`config.mk`:
```
export PLATFORM = sky130hd
export DESIGN_NAME = projectile_ctrl
export DESIGN_NICKNAME = d
export VERILOG_FILES = /design/src/rtl/projectile_ctrl.sv
export SDC_FILE = /design/constraint.sdc
export NUM_CORES = 1
export LEC_CHECK = 0
export CAP_MARGIN = 0
export CORE_AREA = 4 4 244 246
export CTS_CLUSTER_SIZE = 28
export DETAILED_ROUTE_END_ITERATION = 10
export DIE_AREA = 0 0 248 250
export HOLD_SLACK_MARGIN = 0.06
export PLACE_DENSITY = 0.81
export SYNTH_ARGS = -nofsm -noshare
export SYNTH_HDL_FRONTEND = slang
export SYNTH_SLANG_ARGS = --single-unit
```
`constraint.sdc`:
```
create_clock -name i_clock -period 12.4 [get_ports i_clock]
set_input_delay 1.24 -clock i_clock [delete_from_list [all_inputs] [get_ports i_clock]]
set_output_delay 1.24 -clock i_clock [all_outputs]
set_load 0.02 [all_outputs]
```
`src/rtl/projectile_ctrl.sv`:
```
// ---------------------------------------------------------------------------
// projectile_ctrl
//   Player projectile engine. Spawns shots at the player muzzle, moves them
//   upward on a fixed tick, tests every live bullet against every live enemy
//   hit box, pulses the enemy's collided line once per hit and renders bullet
//   pixels one cycle after the pixel coordinate (aligned with the sprite ROM).
//
//   Build option: PROJ_AUTOFIRE_EN
//     defined     -> holding fire spawns one shot every COOLDOWN cycles
//     not defined -> only a rising edge of fire requests a shot
//
// Ports
//   i_clock        system clock, all state on posedge
//   i_reset        asynchronous, active-low reset
//   i_fire         fire button (synchronous)
//   i_player_x/y   muzzle position (px)
//   i_enemy_pos    per enemy {x[9:0], y[9:0]}, enemy e at [20e+19:20e]
//   i_enemy_dead   per enemy, 1 = excluded from collision tests
//   o_collided     per enemy one-cycle hit pulse
//   i_x, i_y       pixel currently being drawn
//   o_rgb          BULLET_RGB on a bullet pixel, else black (1-cycle latency)
//   o_active       bullet slot valid bitmap
// ---------------------------------------------------------------------------
module projectile_ctrl #(
    parameter int          NUM_BULLETS = 4,
    parameter int          NUM_ENEMIES = 4,
    parameter int          MOVE_PERIOD = 500000,
    parameter int          SPEED       = 4,
    parameter int          COOLDOWN    = 4000000,
    parameter int          BULLET_W    = 2,
    parameter int          BULLET_H    = 6,
    parameter int          ENEMY_W     = 30,
    parameter int          ENEMY_H     = 40,
    parameter logic [23:0] BULLET_RGB  = 24'hFFFF00
) (
    input  logic                      i_clock,
    input  logic                      i_reset,
    input  logic                      i_fire,
    input  logic [9:0]                i_player_x,
    input  logic [9:0]                i_player_y,
    input  logic [20*NUM_ENEMIES-1:0] i_enemy_pos,
    input  logic [NUM_ENEMIES-1:0]    i_enemy_dead,
    output logic [NUM_ENEMIES-1:0]    o_collided,
    input  logic [18:0]               i_x,
    input  logic [18:0]               i_y,
    output logic [23:0]               o_rgb,
    output logic [NUM_BULLETS-1:0]    o_active
);

    localparam int TK_W = (MOVE_PERIOD > 1) ? $clog2(MOVE_PERIOD) : 1;
    localparam int CD_W = (COOLDOWN > 1) ? $clog2(COOLDOWN) : 1;
    // Vertical overlap window: -BULLET_H < by-ey < ENEMY_H
    localparam logic signed [10:0] DY_LO = 11'(-BULLET_H);
    localparam logic signed [10:0] DY_HI = 11'(ENEMY_H);

    logic [TK_W-1:0]        r_tick;
    logic [CD_W-1:0]        r_cooldown;
    logic [NUM_BULLETS-1:0] r_valid;
    logic [9:0]             r_bx [NUM_BULLETS];
    logic [9:0]             r_by [NUM_BULLETS];
    logic [NUM_ENEMIES-1:0] r_collided;
    logic [23:0]            r_rgb;

    logic                   w_tick;
    logic                   w_fire_req;
    logic                   w_spawn;
    logic [NUM_BULLETS-1:0] w_free;
    logic [NUM_BULLETS-1:0] w_first_free;
    logic [NUM_BULLETS-1:0] w_spawn_oh;
    logic [9:0]             w_spawn_y;
    logic [NUM_ENEMIES-1:0] w_ovl  [NUM_BULLETS];
    logic [NUM_ENEMIES-1:0] w_cand [NUM_BULLETS];
    logic [NUM_BULLETS-1:0] w_hit_b;
    logic [NUM_ENEMIES-1:0] w_win_e;
    logic [NUM_BULLETS-1:0] w_pix;

    // ---------------- movement tick ----------------
    assign w_tick = (r_tick == TK_W'(MOVE_PERIOD - 1));

    always_ff @(posedge i_clock or negedge i_reset) begin
        if (!i_reset) begin
            r_tick <= '0;
        end else if (w_tick) begin
            r_tick <= '0;
        end else begin
            r_tick <= r_tick + TK_W'(1);
        end
    end

    // ---------------- fire request ----------------
`ifdef PROJ_AUTOFIRE_EN
    assign w_fire_req = i_fire;
`else
    logic r_fire_q;

    always_ff @(posedge i_clock or negedge i_reset) begin
        if (!i_reset) begin
            r_fire_q <= 1'b0;
        end else begin
            r_fire_q <= i_fire;
        end
    end

    assign w_fire_req = i_fire & ~r_fire_q;
`endif

    // A slot being invalidated this cycle is still marked valid, so it only
    // becomes free for spawning on the edge after it is cleared.
    assign w_free       = ~r_valid;
    assign w_first_free = w_free & (~w_free + NUM_BULLETS'(1));
    assign w_spawn      = w_fire_req & (r_cooldown == '0) & (|w_free);
    assign w_spawn_oh   = w_spawn ? w_first_free : '0;
    assign w_spawn_y    = (i_player_y >= 10'(BULLET_H)) ? (i_player_y - 10'(BULLET_H)) : 10'd0;

    always_ff @(posedge i_clock or negedge i_reset) begin
        if (!i_reset) begin
            r_cooldown <= '0;
        end else if (w_spawn) begin
            r_cooldown <= CD_W'(COOLDOWN - 1);
        end else if (r_cooldown != '0) begin
            r_cooldown <= r_cooldown - CD_W'(1);
        end
    end

    // ---------------- hit test and render per bullet ----------------
    for (genvar gb = 0; gb < NUM_BULLETS; gb++) begin : g_bul
        for (genvar ge = 0; ge < NUM_ENEMIES; ge++) begin : g_en
            logic [9:0]         w_ex;
            logic [9:0]         w_ey;
            logic [8:0]         w_dx_be;
            logic [8:0]         w_dx_eb;
            logic signed [10:0] w_dy;

            assign w_ex = i_enemy_pos[20*ge+10 +: 10];
            assign w_ey = i_enemy_pos[20*ge +: 10];
            // Horizontal distance wraps at 512 px, same as enemy x movement
            assign w_dx_be = r_bx[gb][8:0] - w_ex[8:0];
            assign w_dx_eb = w_ex[8:0] - r_bx[gb][8:0];
            assign w_dy    = $signed({1'b0, r_by[gb]}) - $signed({1'b0, w_ey});

            // Enemies at x >= 600 are parked off-screen and never hit
            assign w_ovl[gb][ge] = r_valid[gb] & ~i_enemy_dead[ge] & (w_ex < 10'd600)
                                 & ((w_dx_be < 9'(ENEMY_W)) | (w_dx_eb < 9'(BULLET_W)))
                                 & (w_dy > DY_LO) & (w_dy < DY_HI);
        end

        // Each bullet nominates only its lowest-index overlapping enemy
        assign w_cand[gb] = w_ovl[gb] & (~w_ovl[gb] + NUM_ENEMIES'(1));

        logic [18:0] w_px_dx;
        logic [18:0] w_px_dy;

        assign w_px_dx  = i_x - {9'd0, r_bx[gb]};
        assign w_px_dy  = i_y - {9'd0, r_by[gb]};
        assign w_pix[gb] = r_valid[gb] & (w_px_dx < 19'(BULLET_W)) & (w_px_dy < 19'(BULLET_H));
    end

    // Each enemy accepts the lowest-index bullet that nominated it; losers
    // stay alive and are accepted on later cycles, one hit per bullet.
    always_comb begin
        logic v_taken;
        w_hit_b = '0;
        w_win_e = '0;
        v_taken = 1'b0;
        for (int e = 0; e < NUM_ENEMIES; e++) begin
            v_taken = 1'b0;
            for (int b = 0; b < NUM_BULLETS; b++) begin
                if (w_cand[b][e] && !v_taken) begin
                    w_hit_b[b] = 1'b1;
                    w_win_e[e] = 1'b1;
                    v_taken    = 1'b1;
                end
            end
        end
    end

    // ---------------- bullet slots ----------------
    always_ff @(posedge i_clock or negedge i_reset) begin
        if (!i_reset) begin
            r_valid <= '0;
            for (int b = 0; b < NUM_BULLETS; b++) begin
                r_bx[b] <= '0;
                r_by[b] <= '0;
            end
        end else begin
            for (int b = 0; b < NUM_BULLETS; b++) begin
                if (w_spawn_oh[b]) begin
                    r_valid[b] <= 1'b1;
                    r_bx[b]    <= i_player_x;
                    r_by[b]    <= w_spawn_y;
                end else if (r_valid[b]) begin
                    // A hit takes priority over movement on the same cycle
                    if (w_hit_b[b]) begin
                        r_valid[b] <= 1'b0;
                    end else if (w_tick) begin
                        if (r_by[b] < 10'(SPEED)) begin
                            r_valid[b] <= 1'b0;
                        end else begin
                            r_by[b] <= r_by[b] - 10'(SPEED);
                        end
                    end
                end
            end
        end
    end

    // ---------------- registered outputs ----------------
    always_ff @(posedge i_clock or negedge i_reset) begin
        if (!i_reset) begin
            r_collided <= '0;
            r_rgb      <= '0;
        end else begin
            r_collided <= w_win_e;
            r_rgb      <= (|w_pix) ? BULLET_RGB : 24'h000000;
        end
    end

    assign o_collided = r_collided;
    assign o_rgb      = r_rgb;
    assign o_active   = r_valid;

endmodule

```
# Yosys cells after proc, flatten, opt, wreduce, memory -nomap -nowiden
# Index checks and enable logic that the tools add are counted.
dict set report word_totals {
  register_bits 154
  inputBits 145
  output_inout_bits 32
  elab_cells 413
}
dict set report op_classes {
  addsub 68
  order_cmp 81
  n_eq_ne 9
  mux 77
  bitwise 123
  reduce_logical 41
}
# operator n
set op_table {}
lappend op_table {{$sub 9x9->9} 32}
lappend op_table {{$mux 10} 21}
lappend op_table {{$gt 11x4->1 const B} 16}
lappend op_table {{$lt 11x7->1 const B} 16}
lappend op_table {{$sub 10x10->11} 16}
lappend op_table {{$sub 19x10->19} 8}
lappend op_table {{$lt 9x2->1 const B} 16}
lappend op_table {{$lt 9x5->1 const B} 16}
lappend op_table {{$and 1x1->1} 91}
lappend op_table {{$lt 19x2->1 const B} 4}
lappend op_table {{$lt 19x3->1 const B} 4}
lappend op_table {{$mux 1} 51}
lappend op_table {{$sub 10x3->10 const B} 5}
lappend op_table {{$mux 22} 2}
lappend op_table {{$lt 10x10->1 const B} 4}
lappend op_table {{$lt 10x3->1 const B} 4}
lappend op_table {{$mux 24} 1}
lappend op_table {{$not 4->4} 6}
lappend op_table {{$logic_not 22->1} 1}
lappend op_table {{$reduce_bool 22->1} 1}
lappend op_table {{$sub 22x1->22 const B} 1}
lappend op_table {{$add 4x1->4 const B} 5}
lappend op_table {{$and 4x4->4} 5}
lappend op_table {{$add 19x1->19 const B} 1}
lappend op_table {{12 further kinds} 72}

# Longest topological paths before layout
dict set report logic_depth {
  word_depth 25
  depth_mapped 17
  depth_no_buf 16
}

# Worst setup path after synthesis
# OpenSTA, ideal clock, no wires.
dict set report synth_timing {
  kind {input to register}
  startpoint {input i_enemy_pos[11]}
  endpoint {register r_by[3] (netlist bit)}
  setup_time_ns 0.125
  t_arrival_ns 5.139
  required_ns 12.275
  path_slack_ns 7.136
  path_stages 14
  path_buffers 0
  cell_sequence {inv_1 -> fa_1 -> a211oi_4 -> nor2_1 -> and4_1 -> or4_1 -> or4_1 -> a2111o_1 -> or2_4 -> a311oi_4 -> o311ai_4 -> nor2_2 -> mux2i_1 -> mux2_2}
}
dict set report synth_between {
  elab_chain_len 24
  word_cells_on_any_way 91
  cone_classes {add/sub: 12; order compare: 9; eq/ne: 1; mux: 16; bitwise: 28; reduce/logical: 25}
}
# element line
set synth_lines {}
lappend synth_lines {{start, declared} 41} ;# input logic [20*NUM_ENEMIES-1:0] i_enemy_pos,
lappend synth_lines {{$sub 9x9->9 (on tied branches)} {137, 138}}
lappend synth_lines {{$lt 9x5->1 / $lt 9x2->1 (equally long branches)} 143} ;# & ((w_dx_be < 9'(ENEMY_W)) | (w_dx_eb < 9'(BULLET_W)))
lappend synth_lines {{$or 1x1->1} 143}
lappend synth_lines {{$and 1x1->1} 143}
lappend synth_lines {{$and 1x1->1 (2 in series)} 144} ;# & (w_dy > DY_LO) & (w_dy < DY_HI);
lappend synth_lines {{$not 4->4} 148} ;# assign w_cand[gb] = w_ovl[gb] & (~w_ovl[gb] + NUM_ENEMIES'(1));
lappend synth_lines {{$add 4x1->4} 148}
lappend synth_lines {{$and 4x4->4} 148}
lappend synth_lines {{[5 not listed]} n/a}
lappend synth_lines {{$logic_and 1x1->1} 168} ;# if (w_cand[b][e] && !v_taken) begin
lappend synth_lines {{$mux 1} 168}
lappend synth_lines {{$logic_not 1->1} 168}
lappend synth_lines {{$logic_and 1x1->1} 168}
lappend synth_lines {{$mux 1 (3 in series)} 168}
lappend synth_lines {{$mux 1 *} 168}
lappend synth_lines {{$ne 2x2->1 (no line) *} n/a}
lappend synth_lines {{$reduce_and 4->1 (no line) *} n/a}
lappend synth_lines {{end signal, assigned by index} 190} ;# r_by[b] <= w_spawn_y;
lappend synth_lines {{end signal, assigned by index} 199} ;# r_by[b] <= r_by[b] - 10'(SPEED);
lappend synth_lines {{end, declared} 60} ;# logic [9:0] r_by [NUM_BULLETS];
# Mark *: on every way between the ends. The rest lies on a longest branch, timed or not.
# A chain may end at the register's enable or synchronous reset.

# Worst setup path in the final report
dict set report layout_timing {
  startpoint {input i_enemy_pos[31]}
  endpoint {register r_by[23] (netlist bit)}
}
dict set report layout_between {
  elab_chain_len 17
  word_cells_on_any_way 39
  cone_classes {add/sub: 6; order compare: 5; eq/ne: 1; mux: 6; bitwise: 14; reduce/logical: 7}
}
# element line
set layout_lines {}
lappend layout_lines {{$sub 9x9->9 (on tied branches)} {137, 138}}
lappend layout_lines {{$lt 9x5->1 / $lt 9x2->1 (equally long branches)} 143}
lappend layout_lines {{$or 1x1->1} 143}
lappend layout_lines {{$and 1x1->1} 143}
lappend layout_lines {{$and 1x1->1 (2 in series)} 144}
lappend layout_lines {{$not 4->4} 148}
lappend layout_lines {{$add 4x1->4} 148}
lappend layout_lines {{$and 4x4->4} 148}
lappend layout_lines {{$mux 1} 168}
lappend layout_lines {{$logic_not 1->1} 168}
lappend layout_lines {{$logic_and 1x1->1} 168}
lappend layout_lines {{$mux 1 (2 in series)} 168}
lappend layout_lines {{$mux 1 *} 168}
lappend layout_lines {{$ne 2x2->1 (no line) *} n/a}
lappend layout_lines {{$reduce_and 4->1 (no line) *} n/a}
# Marks and branches as above.

==> results.md <==
* Crit path max fanout at 12
* Remaining antenna violation count at 0
* Worst Hold Class: register to register
* Clock tree from TritonCTS: yes
* #FFs+latches synth at 131
* Setup violators final at 0
* Final Slew Violations at 0
* Total power at 0.00165 W
* Clock root buffer: clkbuf_16
* DR pass1 iterations at 6
* Leading cell types by count after synthesis: ha_1, inv_1, a21oi_1
* Layout Cells excl Fill at 4967
* Syn-to-layout area delta at 8.68%
* Cts hold-fix bufs at 0
* Postcts setup bufs at 0
* Area leader, netlist: ha_1
* Placed Area at 33400 um^2
* WS Path Type: input port to register
* Synth Cell Area at 31300 um^2
* Final hold viol count at 0
* Post-Route WL at 115000 um
* Post-synth EDFFs at 0
* Startpoint Class: input port
* Relative slew margins at 0.246
* Fill cells at 5202
* Critical path arrival at 6.58 ns
* CTS Buf Count at 17
* Vert. Die Dim at 250 um
* Syn. warnings at 0
* Status: complete, no violations
* Core area at 57400 um^2
* Final HPWL DP at 88800 um
* Total GRT Usage at 0.355
* Synth top area cells: ha_1, dfrtp_1, a21oi_1, xnor2_1, o21ai_0
* Vias in the first global route at 30400
* Crit-path max cell delay at 0.81 ns
* WP data required at 12.73 ns
* Post-cts sizing count at 0
* Chip width at 248 um
* CP delay by family, top: simple AND/OR/NAND/NOR gates
* CP bufs+invs at 2
* Layout Skew at 0.00984 ns
* Initial core utilization at 0.545
* Synth unique cells at 99
* Clock Sinks at 131
* Die area at 62000 um^2
* Via density per instance at 6.68
* Unrepaired setup endpoints after global routing: false
* Register area share after synthesis at 0.105
* Post-Syn Instances at 4130
* Primary FF master, synth: dfrtp_1
* Longest Clk Path Bufs at 2
* Row cnt at 88
* Residual DRC at 0
* Clock-pin slew on the worst setup and hold paths at 0.07 ns
* GRT Residual Overflow at 0
* Setup TNS at 0 ns
* Number of H-tree levels at 4
* Tmin final at 6.25 ns
* Antenna violations before repair at 1
* Leakage at 14.4 nW
* Final worst path period share at 0.504
* Max-cap viol count at 0
* Syn_area_per_cell at 7.57 um^2
* Gp weighted congestion at 1.01
* First-pass GRT wire length at 173000 um
* Cell count after placement at 4933
* Cell Pwr Density at 48.5 nW/um^2
* Final hold slack at 0.464 ns
* CP max-delay cell: nor4_1
* Nets at 4851
* Max Clock Freq at 160 MHz
* Share of the synthesized area in the top cell type at 0.185
* Top-count cell post-synth: ha_1
* Avg WL per Cell at 23.2 um
* IO Count at 177
* Async SR Flop Fraction at 1.00
* Clk_lat worst skew at 0.44 ns
* Crit end category: register
* Share of cells above drive strength 1 at 0.0333
* Slew @ Worst Pin at 1.10 ns
* Largest net degree at the start of global routing at 70
* I/O Buffers at 168
* Post-route cell area at 34000 um^2
* Cell Chain, Critical Path: clkdlybuf4s50_1, inv_1, ha_1, a2111oi_1, nor4b_1, or4_1, nor4_1, o221ai_1, nand3b_1, nor3b_1, o211ai_1, nor3_1, mux2i_1, mux2_2
* Via count at 33200
* DR iter-0 viols at 3457
* VDD IR max at 0.0890 mV
==> sequential cells by signal (all words and copies together) (netlist names) <==
register	cells
r_cooldown	22
o_collided	4
r_tick	19
r_by	40
o_rgb	1
o_active	4
r_bx	40
r_fire_q	1
==> cells by family after synthesis <==
| family | count (synthesis) | share of synthesized area |
|---|---|---|
| buffers and inverters | 470 | 0.0601 |
| and+or+nand+nor | 1342 | 0.225 |
| other | 1 | 0.000120 |
| adders and majority gates | 520 | 0.221 |
| muxes | 78 | 0.0261 |
| DFF | 131 | 0.105 |
| xor gates and xnor gates | 285 | 0.0798 |
| AOI/OAI and AO/OA | 1303 | 0.283 |
==> power breakdown <==
part | leakage, nW | internal [W] | switching, W | total (W)
sequential | 1.50 | 0.000428 | 0.0000000772 | 0.000428
clock | 0.274 | 0.000298 | 0.000222 | 0.000521
combinational | 12.6 | 0.000288 | 0.000412 | 0.000699
total | 14.4 | 0.00101 | 0.000634 | 0.00165
==> layout by cell type (no fill, tap or decap), types with 64 or more instances in the layout <==
cell	netlist	layout
a211oi_1	75	75
a21o_1	111	111
a21oi_1	296	296
clkdlybuf4s50_1	0	167
dfrtp_1	131	131
ha_1	463	463
inv_1	314	314
nand2_1	294	294
nand2b_1	80	80
nand3_1	90	90
nor2_1	270	269
nor2b_1	90	90
nor3_1	126	124
o21a_1	64	64
o21ai_0	260	260
xnor2_1	156	156
xor2_1	129	129
==> through the flow <==
stage	util	worst slack (ns)
6_report	0.593	6.15
5_1_grt	0.592	6.03
4_1_cts	0.592	6.36
3_5_place_dp	0.582	5.92
3_3_place_gp	0.582	6.04
2_1_floorplan	-	7.14
==> layout make-up <==
class | instances | area [um^2] | area share
Multi-Input combinational cell | 3536 | 26200 | 0.770
Sequential cell | 131 | 3280 | 0.0964
Timing Repair Buffer | 187 | 1830 | 0.0537
Inverter | 314 | 1180 | 0.0347
Tap cell | 765 | 957 | 0.0282
Clock buffer | 18 | 429 | 0.0126
Clock inverter | 14 | 153 | 0.00449
Antenna cell | 2 | 5.00 | 0.000147
==> worst paths after layout <==
| kind | start | endpoint | slack, ns | cells past startpoint |
|---|---|---|---|---|
| worst max-delay path | i_enemy_pos[31] | r_by[23] | 6.15 | 14 |
| worst min-delay path | r_cooldown[13] | r_cooldown[13] | 0.46 | 1 |
| worst max register to register | r_by[30] | r_by[23] | 6.76 | 16 |
| worst min register to register | r_cooldown[13] | r_cooldown[13] | 0.46 | 1 |
| max in group asynchronous | i_reset | r_by[39] | 10.25 | 2 |
| min in group asynchronous | i_reset | r_bx[38] | 0.77 | 1 |
==> per-layer routing <==
| metal | part of all wire | GRT usage | vias up |
|---|---|---|---|
| li1 | - | - | 15400 |
| met5 | 0 | 0 | - |
| met1 | 0.39 | 0.460 | 15400 |
| met2 | 0.42 | 0.543 | 1877 |
| met4 | 0.084 | 0.225 | 0 |
| met3 | 0.11 | 0.0615 | 497 |
No activity file was read; power rests on OpenSTA's default activity.
